--- config.mk ---
export PLATFORM = sky130hd
export DESIGN_NAME = regfile_ctrl
export DESIGN_NICKNAME = d
export VERILOG_FILES = /design/src/rtl/regfile_ctrl.sv
export SDC_FILE = /design/constraint.sdc
export NUM_CORES = 1
export LEC_CHECK = 0
export CORE_ASPECT_RATIO = 1.75
export CORE_MARGIN = 5
export CORE_UTILIZATION = 47
export CTS_CLUSTER_DIAMETER = 50
export DETAILED_ROUTE_END_ITERATION = 16
export PLACE_DENSITY = 0.88
export SYNTH_ARGS = -nofsm -noshare
export SYNTH_HDL_FRONTEND = slang
export SYNTH_SLANG_ARGS = --single-unit
--- constraint.sdc ---
create_clock -name clk -period 2.9 [get_ports clk]
set_input_delay 0.435 -clock clk [delete_from_list [all_inputs] [get_ports clk]]
set_output_delay 0.435 -clock clk [all_outputs]
set_load 0.03 [all_outputs]
--- src/rtl/regfile_ctrl.sv ---
// Command-driven controller for a 4x16-bit register file.
// Optional write-verify pass enabled by REGFILE_CTRL_VERIFY_EN.
//
// Ports:
//   clk, rst              clock and synchronous active-high reset
//   cmd_valid/cmd_ready   command handshake
//   cmd_op                00 read, 01 write, 10 clear-all, 11 reserved
//   cmd_addr, cmd_wdata   command word index and write data
//   rsp_valid/rsp_ready   response handshake
//   rsp_rdata, rsp_err    response data and error flag
//   rf_en, rf_wsel, rf_d  register-file write port
//   rf_rsel, rf_q         register-file read port
module regfile_ctrl (
  input  logic        clk,
  input  logic        rst,
  input  logic        cmd_valid,
  output logic        cmd_ready,
  input  logic [1:0]  cmd_op,
  input  logic [1:0]  cmd_addr,
  input  logic [15:0] cmd_wdata,
  output logic        rsp_valid,
  input  logic        rsp_ready,
  output logic [15:0] rsp_rdata,
  output logic        rsp_err,
  output logic        rf_en,
  output logic [1:0]  rf_wsel,
  output logic [15:0] rf_d,
  output logic [1:0]  rf_rsel,
  input  logic [15:0] rf_q
);

  typedef enum logic [2:0] {
    IDLE   = 3'd0,
    WRITE  = 3'd1,
    READ   = 3'd2,
    CLEAR  = 3'd3,
    RESP   = 3'd4
`ifdef REGFILE_CTRL_VERIFY_EN
    ,
    VERIFY = 3'd5
`endif
  } state_t;

  state_t     state;
  logic [1:0] cnt;
  logic       rdy_q;
  logic       en_q;

  // rf_wsel and rf_d keep the write address and data after WRITE,
  // so they double as the latched command fields for the response.
  assign cmd_ready = rdy_q & ~rst;
  assign rf_en     = en_q & ~rst;

  always_ff @(posedge clk) begin
    if (rst) begin
      state     <= IDLE;
      cnt       <= 2'd0;
      rdy_q     <= 1'b1;
      en_q      <= 1'b0;
      rsp_valid <= 1'b0;
      rsp_rdata <= 16'h0000;
      rsp_err   <= 1'b0;
      rf_wsel   <= 2'd0;
      rf_d      <= 16'h0000;
      rf_rsel   <= 2'd0;
    end else begin
      unique case (state)
        IDLE: begin
          if (cmd_valid && rdy_q) begin
            rdy_q <= 1'b0;
            unique case (cmd_op)
              2'b00: begin
                state   <= READ;
                rf_rsel <= cmd_addr;
              end
              2'b01: begin
                state   <= WRITE;
                en_q    <= 1'b1;
                rf_wsel <= cmd_addr;
                rf_d    <= cmd_wdata;
              end
              2'b10: begin
                state   <= CLEAR;
                en_q    <= 1'b1;
                rf_wsel <= 2'd0;
                rf_d    <= 16'h0000;
                cnt     <= 2'd0;
              end
              default: begin
                state     <= RESP;
                rsp_valid <= 1'b1;
                rsp_err   <= 1'b1;
                rsp_rdata <= 16'h0000;
              end
            endcase
          end
        end
        WRITE: begin
          en_q      <= 1'b0;
          rsp_rdata <= rf_d;
          rsp_err   <= 1'b0;
`ifdef REGFILE_CTRL_VERIFY_EN
          state     <= VERIFY;
          rf_rsel   <= rf_wsel;
`else
          state     <= RESP;
          rsp_valid <= 1'b1;
`endif
        end
`ifdef REGFILE_CTRL_VERIFY_EN
        VERIFY: begin
          rsp_rdata <= rf_q;
          rsp_err   <= (rf_q != rf_d);
          state     <= RESP;
          rsp_valid <= 1'b1;
        end
`endif
        READ: begin
          rsp_rdata <= rf_q;
          rsp_err   <= 1'b0;
          state     <= RESP;
          rsp_valid <= 1'b1;
        end
        CLEAR: begin
          if (cnt == 2'd3) begin
            en_q      <= 1'b0;
            rsp_rdata <= 16'h0000;
            rsp_err   <= 1'b0;
            state     <= RESP;
            rsp_valid <= 1'b1;
          end else begin
            cnt     <= cnt + 2'd1;
            rf_wsel <= cnt + 2'd1;
          end
        end
        RESP: begin
          if (rsp_ready) begin
            rsp_valid <= 1'b0;
            rdy_q     <= 1'b1;
            state     <= IDLE;
          end
        end
        default: state <= IDLE;
      endcase
    end
  end

endmodule

## Word level (Yosys, flattened, before mapping)

Index checks and enable logic that the tools add are counted.

- Register bits: 45
- Output and inout port bits: 40
- Bits of input ports: 40
- Word-level logic and storage cells: 82

- Multiplexer cells: 30
- Reductions and logical operators: 23
- Bitwise gates (word level): 3
- $add $sub $neg: 1
- Equal/unequal tests: 15

Operators with widths:

| operator | count |
|---|---|
| $pmux 16 s4 | 1 |
| $mux 16 | 3 |
| $pmux 16 s2 | 1 |
| $reduce_and 4->1 | 5 |
| $ne 2x2->1 const B | 6 |
| $pmux 2 s2 | 3 |
| $pmux 3 s4 | 1 |
| $reduce_and 3->1 | 4 |
| $mux 1 | 9 |
| $mux 3 | 3 |
| $pmux 3 s3 | 1 |
| $mux 2 | 4 |
| $reduce_bool 4->1 | 2 |
| $eq 3x2->1 const B | 2 |
| $pmux 1 s3 | 2 |
| $reduce_bool 2->1 | 3 |
| $reduce_bool 3->1 | 2 |
| $reduce_and 5->1 | 1 |
| $eq 2x2->1 const B | 2 |
| $pmux 1 s4 | 1 |
| $reduce_or 2->1 | 2 |
| $eq 3x1->1 const B | 1 |
| $eq 3x3->1 const B | 1 |
| $logic_not 3->1 | 1 |
| other kinds (10) | 11 |

## Depth between registers and ports, before layout

Gate-level depths: netlist of run 1.

- Word-level depth: 5
- Gate-level depth with buffers: 7
- Gate-level depth less buffers: 6

## Worst setup path after synthesis of run 1

OpenSTA, ideal clock, no wires.

- Path type: in2reg
- From: input cmd_op[0]
- To: register rf_wsel[0]
- Library setup time: 0.091 ns
- Stages: 5
- Required time: 2.809 ns
- Path buffers: 1
- Path slack: 1.304 ns
- Arrival: 1.505 ns
- Cells stage by stage: inv_1 -> ha_1 -> clkbuf_1 -> or3b_2 -> a311oi_1

- Word-level cells in the longest chain between the ends: 4
- Elaborated cells between the ends (all ways): 7
- Classes of those cells: eq/ne: 3; mux: 3; reduce/logical: 1

Ends and longest elaborated chain:

| element | RTL line | RTL |
|---|---|---|
| from (decl) | 18 | `input logic [1:0] cmd_op,` |
| $eq 2x2->1 or $eq 2x1->1 (tied branches) | 71 | `unique case (cmd_op)` |
| $pmux 2 s2 | 71 |  |
| $mux 2 | 69 | `if (cmd_valid && rdy_q) begin` |
| $pmux 2 s2 | 67 | `unique case (state)` |
| to (signal assigned) | 79 | `rf_wsel <= cmd_addr;` |
| to (signal assigned) | 133 | `rf_wsel <= cnt + 2'd1;` |
| to (decl) | 26 | `output logic [1:0] rf_wsel,` |

Parallel ways exist; a longest one is shown, timed or not. The select of a mux whose other input is x is not followed.
A chain may end at the register's enable or synchronous reset.

## Worst setup path after layout of run 1

- From: register state[1]
- To: register rsp_rdata[6]

- Word-level cells in the longest chain between the ends: 3
- Elaborated cells between the ends (all ways): 10
- Classes of those cells: eq/ne: 6; mux: 1; reduce/logical: 3

Ends and longest elaborated chain:

| element | RTL line | RTL |
|---|---|---|
| from (decl) | 44 | `state_t state;` |
| from (signal assigned) | 56 | `state <= IDLE;` |
| from (signal assigned) | 73 | `state <= READ;` |
| from (signal assigned) | 77 | `state <= WRITE;` |
| $eq 3x2->1 (tied with other cells) | 67 |  |
| $reduce_bool 4->1 (no line) or $ne 2x2->1 (tied branches) | -- |  |
| $reduce_and 4->1 (no line) | -- |  |
| to (signal assigned) | 100 | `rsp_rdata <= rf_d;` |
| to (signal assigned) | 119 | `rsp_rdata <= rf_q;` |
| to (decl) | 23 | `output logic [15:0] rsp_rdata,` |

Parallel ways exist; a longest one is shown, timed or not.

==> summary.txt, run 1 <==
Outcome
  • Run status: finished clean

Synthesis
  • Synth area leader: dfxtp_1
  • Post-synth EDFFs: 0
  • Ys Warns: 0
  • Asr flop ratio synth: 0
  • Mapped Cells: 224
  • Syn nets: 269
  • Distinct cells, synth: 32
  • Syn Std Cell Area: 2060 um2
  • Main synth FF type: dfxtp_1
  • Syn avg cell area: 9.18 um2
  • Ranking of synthesized cells by area: dfxtp_1 44%, nand3b_1 7.3%, a2bb2oi_1 6.8%
  • Sequential element share of the synthesized area: 0.438
  • FF+latch count, synth: 45
  • Post-synth top area share: 0.438

Die
  • Die area: 5850 um2
  • Die Y: 97.5 um
  • Initial Util: 0.476
  • Row cnt: 32
  • Std-Cell Core Area: 4320 um2
  • Die X: 60.0 um
  • Ports: 80

Route
  • Top Metal Used: met4
  • # DRC: 0
  • DRT Pass-1 Iters: 4
  • Via-to-Cell Ratio: 5.56
  • ANT nets after route: 0
  • M1 wire length: 2100 um
  • Met3 wire length: 281 um
  • DRT iter0 DRCs: 42
  • DR WL/cell: 16.5 um
  • Via Count: 1925
  • Met2 routed WL: 3160 um
  • WL final: 5720 um

Job
  • Max_cap viols: 0

Hold path
  • Worst Hold Depth: 2
  • Hold endpoint: rf_d[11]
  • HP Class: flop to flop
  • Min-delay src: rf_d[11]

Placement
  • DP HPWL: 4200 um
  • GP Congestion: 0.869
  • PortBufs: 79
  • Inst Count DP: 338

Global routing
  • Initial antenna violation count: 0
  • GRT Resource Usage Total: 0.210
  • Aggregate global routing overflow: 0
  • Vias in the first global route: 2049
  • Maximum number of pins on one net before global-route repair: 32
  • First-pass GRT wire length: 9540 um

STA
  • F_max: 462 MHz
  • Final Hold Viols: 0
  • Crit path time final: 2.17 ns
  • Fin Hold WS: 0.473 ns
  • Slew @ Worst Pin: 1.27 ns
  • Slew HR: 0.152
  • Clock skew: 0.0112 ns
  • Max Slew Vio Count: 0
  • Ratio of final minimum period to clock period: 0.747
  • Setup violators final: 0
  • Setup TNS: 0 ns
  • RSZ-0062 raised after global routing: no

Worst setup path
  • Startpoint Class: flop
  • Crit Path Category: flop to flop
  • Worst endpoint data arrival time: 2.39 ns
  • Crit path max fanout: 16
  • Critical Path RT: 3.12 ns
  • Worst r2r path cells: 4
  • R2R setup slack: 0.73 ns
  • FF-to-FF End: rsp_rdata[6]
  • Crit. End Element: flop
  • RR Startpoint: state[1]

Pwr
  • P per Cell Area: 467 nW/um2
  • Final Total Pwr: 1.36 mW
  • VDD IR max: 437 uV
  • Leak Pwr: 1.08 nW

Clock tree
  • H-tree depth: 2
  • Clk sinks: 45
  • Hold_buf cts: 0
  • CTS Root Cell: clkbuf_8
  • TritonCTS Buffers: 5
  • CTS tree: yes
  • Post-CTS Setup Inserts: 0
  • Clk_lat worst skew: 0.30 ns
  • Post-cts sizing count: 0
  • Clock-pin slew on the worst setup and hold paths: 0.09 ns
  • CTS Buffer Depth: 2

Layout
  • Share of post-route cells with drive strength above 1: 0.0610
  • Area Growth Syn to Fin: 41.8%
  • Non-Filler Instances: 346
  • Layout Nets: 339
  • Inserted Diodes: 0
  • # fillers: 357
[through the flow]
| stage | worst slack, ns | util | area [um2] |
|---|---|---|---|
| finish | 0.734 | 0.674 | 2920 |
| global route | 0.564 | 0.674 | 2920 |
| CTS | 0.643 | 0.674 | 2920 |
| detailed placement | 0.595 | 0.656 | 2840 |
| global placement | 0.618 | 0.656 | 2840 |
| floorplan | 1.30 | - | 2060 |
[worst max path at each step]
stage	from	to	slack, ns	depth (start not counted)
after floorplan	cmd_op[0]	rf_wsel[0]	1.30	5
after global placement	cmd_op[1]	rsp_rdata[6]	0.62	6
after detailed placement	cmd_op[1]	rf_d[8]	0.60	6
after CTS	state[1]	rsp_rdata[6]	0.64	4
after global routing	state[0]	rsp_rdata[6]	0.56	4
final	state[1]	rsp_rdata[6]	0.73	4
[power by group]
group	switching [mW]	total, mW	leakage (nW)	internal [mW]
registers	0.0295	0.677	0.365	0.647
clock network	0.202	0.374	0.0395	0.171
logic	0.159	0.313	0.671	0.154
[cell usage after synthesis, types with 2 or more instances]
master / n
nor2b_1: 6
nand2_1: 19
dfxtp_1: 45
inv_1: 3
buf_2: 5
a21oi_1: 22
a22oi_1: 16
a311oi_1: 2
ha_1: 5
clkbuf_1: 12
nand2b_1: 2
mux2i_1: 5
buf_6: 2
a2bb2oi_1: 16
nand3_1: 2
nor2_1: 25
or3b_2: 2
nand3b_1: 20
and3b_1: 2
[cell families (layout without fill, tap and decap cells)]
| group | after synthesis | in the layout | synth area share |
|---|---|---|---|
| buffers and inverters | 23 | 94 | 0.0541 |
| adders and majority gates | 5 | 5 | 0.0304 |
| AOI/OAI and AO/OA | 60 | 60 | 0.207 |
| muxes | 5 | 5 | 0.0243 |
| DFF | 45 | 45 | 0.438 |
| and+or+nand+nor | 86 | 86 | 0.246 |
[cell type report]
| type | count | area (um2) | area share |
|---|---|---|---|
| multi-input combinational | 156 | 1040 | 0.358 |
| sequential | 45 | 901 | 0.309 |
| timing repair buffer | 83 | 816 | 0.280 |
| clock buffer | 8 | 80.1 | 0.0275 |
| tap | 51 | 63.8 | 0.0219 |
| inverter | 3 | 11.3 | 0.00386 |
[registers in the layout, summed over array words and instances (netlist names)]
register	count
cnt	2
en_q	1
rdy_q	1
rf_d	16
rf_rsel	2
rf_wsel	2
rsp_err	1
rsp_rdata	16
rsp_valid	1
state	3
[worst max-delay path, stage by stage (launching register included)]
cell,delay (ns)
dfxtp_1,0.49
nor2b_1,1.01
a22oi_1,0.27
a2bb2oi_1,0.21
nor2_1,0.10
[placed cells by master (no fill, tap or decap), drive strengths merged]
master / netlist / final
nand4bb: 1 / 1
a2bb2oi: 16 / 16
and2: 1 / 1
buf: 8 / 6
clkbuf: 12 / 8
a311oi: 2 / 2
nand2b: 2 / 2
nor2b: 6 / 6
and3b: 2 / 2
a21oi: 22 / 22
a22oi: 16 / 16
a211oi: 1 / 1
nor2: 25 / 25
mux2i: 5 / 5
or3b: 2 / 2
clkdlybuf4s50: 0 / 77
nor3: 2 / 2
nand3: 2 / 2
and4bb: 1 / 1
nor3b: 2 / 2
inv: 3 / 3
ha: 5 / 5
or4: 1 / 1
o21bai: 1 / 1
nand2: 19 / 19
a221oi: 1 / 1
nand3b: 20 / 20
dfxtp: 45 / 45
a211o: 1 / 1
[per-layer routing]
| layer | track usage | vias to the layer above |
|---|---|---|
| met3 | 0.0386 | 13 |
| met2 | 0.373 | 58 |
| met1 | 0.225 | 913 |
| li1 | - | 941 |
| met5 | 0 | - |
| met4 | 0.0990 | 0 |
No activity file was read; power rests on OpenSTA's default activity.
==> run 2, diff against run 1 <==
CORE_UTILIZATION = 39   (was 47)
PLACE_DENSITY = 0.79   (was 0.88)
clock period = 1.85 ns   (was 2.9 ns; I/O delays follow)
==> run 2 against run 1 <==
Flip-flop and latch count stayed put. Die area rose by 18%. Largest power group unchanged. Setup slack worse by 0.55 ns. Highest routed layer unchanged. Critical path depth grew 1. Count of clock-buffer cells in the layout shrank 2.
==> summary.txt, run 2 (synthesis gave the netlist of run 1 again) <==
Outcome
  • Run status: finished clean (unchanged)

STA
  • RSZ-0062 raised after global routing: no (unchanged)
  • Crit path time final: 1.67 ns
  • Max Slew Vio Count: 0 (unchanged)
  • Setup TNS: 0 ns (unchanged)
  • Slew @ Worst Pin: 0.750 ns (was 1.27 ns)
  • Slew HR: 0.498 (was 0.152)
  • F_max: 599 MHz
  • Final Hold Viols: 0 (unchanged)
  • Ratio of final minimum period to clock period: 0.903
  • Fin Hold WS: 0.468 ns (was 0.473 ns)
  • Clock skew: 0.0113 ns (was 0.0112 ns)
  • Setup ws final: 0.180 ns (was 0.734 ns)
  • Setup violators final: 0 (unchanged)

Job
  • Max_cap viols: 0 (unchanged)

Worst setup path
  • Crit. End Element: flop (unchanged)
  • CP max-delay cell: clkdlybuf4s50_1 (was nor2b_1)
  • Worst endpoint data arrival time: 1.87 ns (was 2.39 ns)
  • Crit Path Category: input port to flop (was flop to flop)
  • Critical Path RT: 2.05 ns (was 3.12 ns)
  • Crit path max fanout: 5 (was 16)
  • Startpoint Class: input port (was flop)
  • Worst path max stage delay: 0.51 ns (was 1.01 ns)
  • Critical path cell sequence: clkdlybuf4s50_1 -> inv_1 -> ha_1 -> or3b_2 -> a311oi_1 (was nor2b_1 -> a22oi_1 -> a2bb2oi_1 -> nor2_1)

Route
  • Via Count: 1919 (was 1925)
  • ANT nets after route: 0 (unchanged)
  • DR WL/cell: 16.5 um (about the same)
  • DRT Pass-1 Iters: 4 (unchanged)
  • DRT iter0 DRCs: 71 (was 42)
  • # DRC: 0 (unchanged)
  • WL final: 5920 um (was 5720 um)
  • Via-to-Cell Ratio: 5.36 (was 5.56)

Die
  • Std-Cell Core Area: 5210 um2 (was 4320 um2)
  • Initial Util: 0.395 (was 0.476)
  • Die Y: 106 um (was 97.5 um)
  • Die X: 64.9 um (was 60.0 um)
  • Die area: 6880 um2 (was 5850 um2)
  • Row cnt: 35 (was 32)
  • Ports: 80 (unchanged)

Layout
  • Non-Filler Instances: 358 (was 346)
  • Area Growth Syn to Fin: 47.2% (was 41.8%)
  • Inserted Diodes: 0 (unchanged)
  • Share of post-route cells with drive strength above 1: 0.102 (was 0.0610)
  • Design area: 3030 um2 (was 2920 um2)
  • Commonest non-fill, non-tap cell in the layout: clkdlybuf4s50_1 (unchanged)
  • Final Util: 0.581 (was 0.674)
  • Commonest cells after routing, fill and taps aside: 77 x clkdlybuf4s50_1, 45 x dfxtp_1, 25 x nor2_1 (unchanged)
  • Layout Nets: 347 (was 339)
  • Area of the multi-input gates: 1050 um2 (was 1040 um2)
  • Register area: 901 um2 (unchanged)
  • # fillers: 473 (was 357)
  • Biggest regs: rf_d: 16 flops, rsp_rdata: 16 flops, state: 3 flops (unchanged)

Placement
  • Placed Area: 2930 um2 (was 2840 um2)
  • PortBufs: 79 (unchanged)
  • GP Congestion: 0.774 (was 0.869)
  • Inst Count DP: 350 (was 338)
  • Pre-CTS setup slack: -0.126 ns (was 0.595 ns)
  • DP HPWL: 4440 um (was 4200 um)

Global routing
  • Initial antenna violation count: 0 (unchanged)
  • Aggregate global routing overflow: 0 (unchanged)
  • First-pass GRT wire length: 9230 um (was 9540 um)
  • Maximum number of pins on one net before global-route repair: 22 (was 32)
  • GRT Resource Usage Total: 0.173 (was 0.210)
  • Vias in the first global route: 1941 (was 2049)

Pwr
  • Net Switching: 0.632 mW (was 0.391 mW)
  • Clock power frac: 0.284 (was 0.274)
  • Leak Pwr: 1.14 nW (was 1.08 nW)
  • Final Total Pwr: 2.22 mW (was 1.36 mW)
  • Part of the power in combinational logic: 0.242 (was 0.229)
  • Seq pwr share: 0.474 (was 0.497)
  • Cell internal pwr: 1.59 mW (was 0.972 mW)
  • P per Cell Area: 733 nW/um2 (was 467 nW/um2)
  • Sw frac: 0.285 (was 0.287)
  • VDD IR max: 569 uV (was 437 uV)

Clock tree
  • Post-CTS Setup Inserts: 0 (unchanged)
  • H-tree depth: 2 (unchanged)
  • Clk_lat worst skew: 0.30 ns (about the same)
  • CTS tree: yes (unchanged)
  • Hold_buf cts: 0 (unchanged)
  • CTS Buffer Depth: 2 (unchanged)
  • Clk sinks: 45 (unchanged)
  • CTS Root Cell: clkbuf_8 (unchanged)
  • TritonCTS Buffers: 5 (unchanged)
  • Clock-pin slew on the worst setup and hold paths: 0.09 ns (about the same)
  • Post-cts sizing count: 2 (was 0)

Hold path
  • HP Class: flop to flop (unchanged)
[run 2: cell count changes in the layout (fill, tap and decap cells not counted), sizes merged]
cell | previous run | this run
clkbuf | 8 | 6
buf | 6 | 14
clkinv | 0 | 2
[run 2: final timing paths]
path | slack [ns] | cells past startpoint | end | from
max | 0.18 | 5 | rf_wsel[0] | cmd_op[0]
min | 0.47 | 2 | rsp_valid | rsp_valid
max reg2reg | 0.20 | 6 | rsp_err | state[1]
min reg2reg | 0.47 | 2 | rsp_valid | rsp_valid
[run 2: power groups by stage]
| stage | sequential [mW] | clock [mW] | combinational (mW) |
|---|---|---|---|
| finish | 1.05 | 0.630 | 0.536 |
| CTS | 1.05 | 0.652 | 0.539 |
| global placement | 1.07 | 0 | 0.530 |
| floorplan | 1.14 | 0 | 0.227 |
| global route | 1.06 | 0.687 | 0.571 |
| detailed placement | 1.07 | 0 | 0.536 |
[run 2: metal layers]
layer	part of all wire	wire length [um]	vias to the layer above	global-route usage
met5	0	0	-	0
met4	0.022	133	0	0.0877
met3	0.043	253	11	0.0307
met2	0.57	3360	45	0.327
met1	0.37	2160	914	0.174
li1	-	-	949	-
[run 2: critical path, delay by kind of cell]
kind	cells	cell delay [ns]
AO/OA/AOI/OAI	1	0.26
adder cells (fa/ha/maj)	1	0.27
buffers and inverters	2	0.58
AND/OR/NAND/NOR	1	0.48
[run 2: final cells by class]
class / instances / area share
repair buffers: 91 / 0.298
inverters: 3 / 0.00372
well taps: 55 / 0.0227
clock buffers: 6 / 0.0273
clock inverters: 2 / 0.00455
flip-flops and latches: 45 / 0.298
multi-input cells: 156 / 0.347
==> run 3, diff against run 2 <==
CAP_MARGIN = 0   (was default)
==> results of run 3 <==
No change in the layout: final DEF, timing and power equal those of run 2.
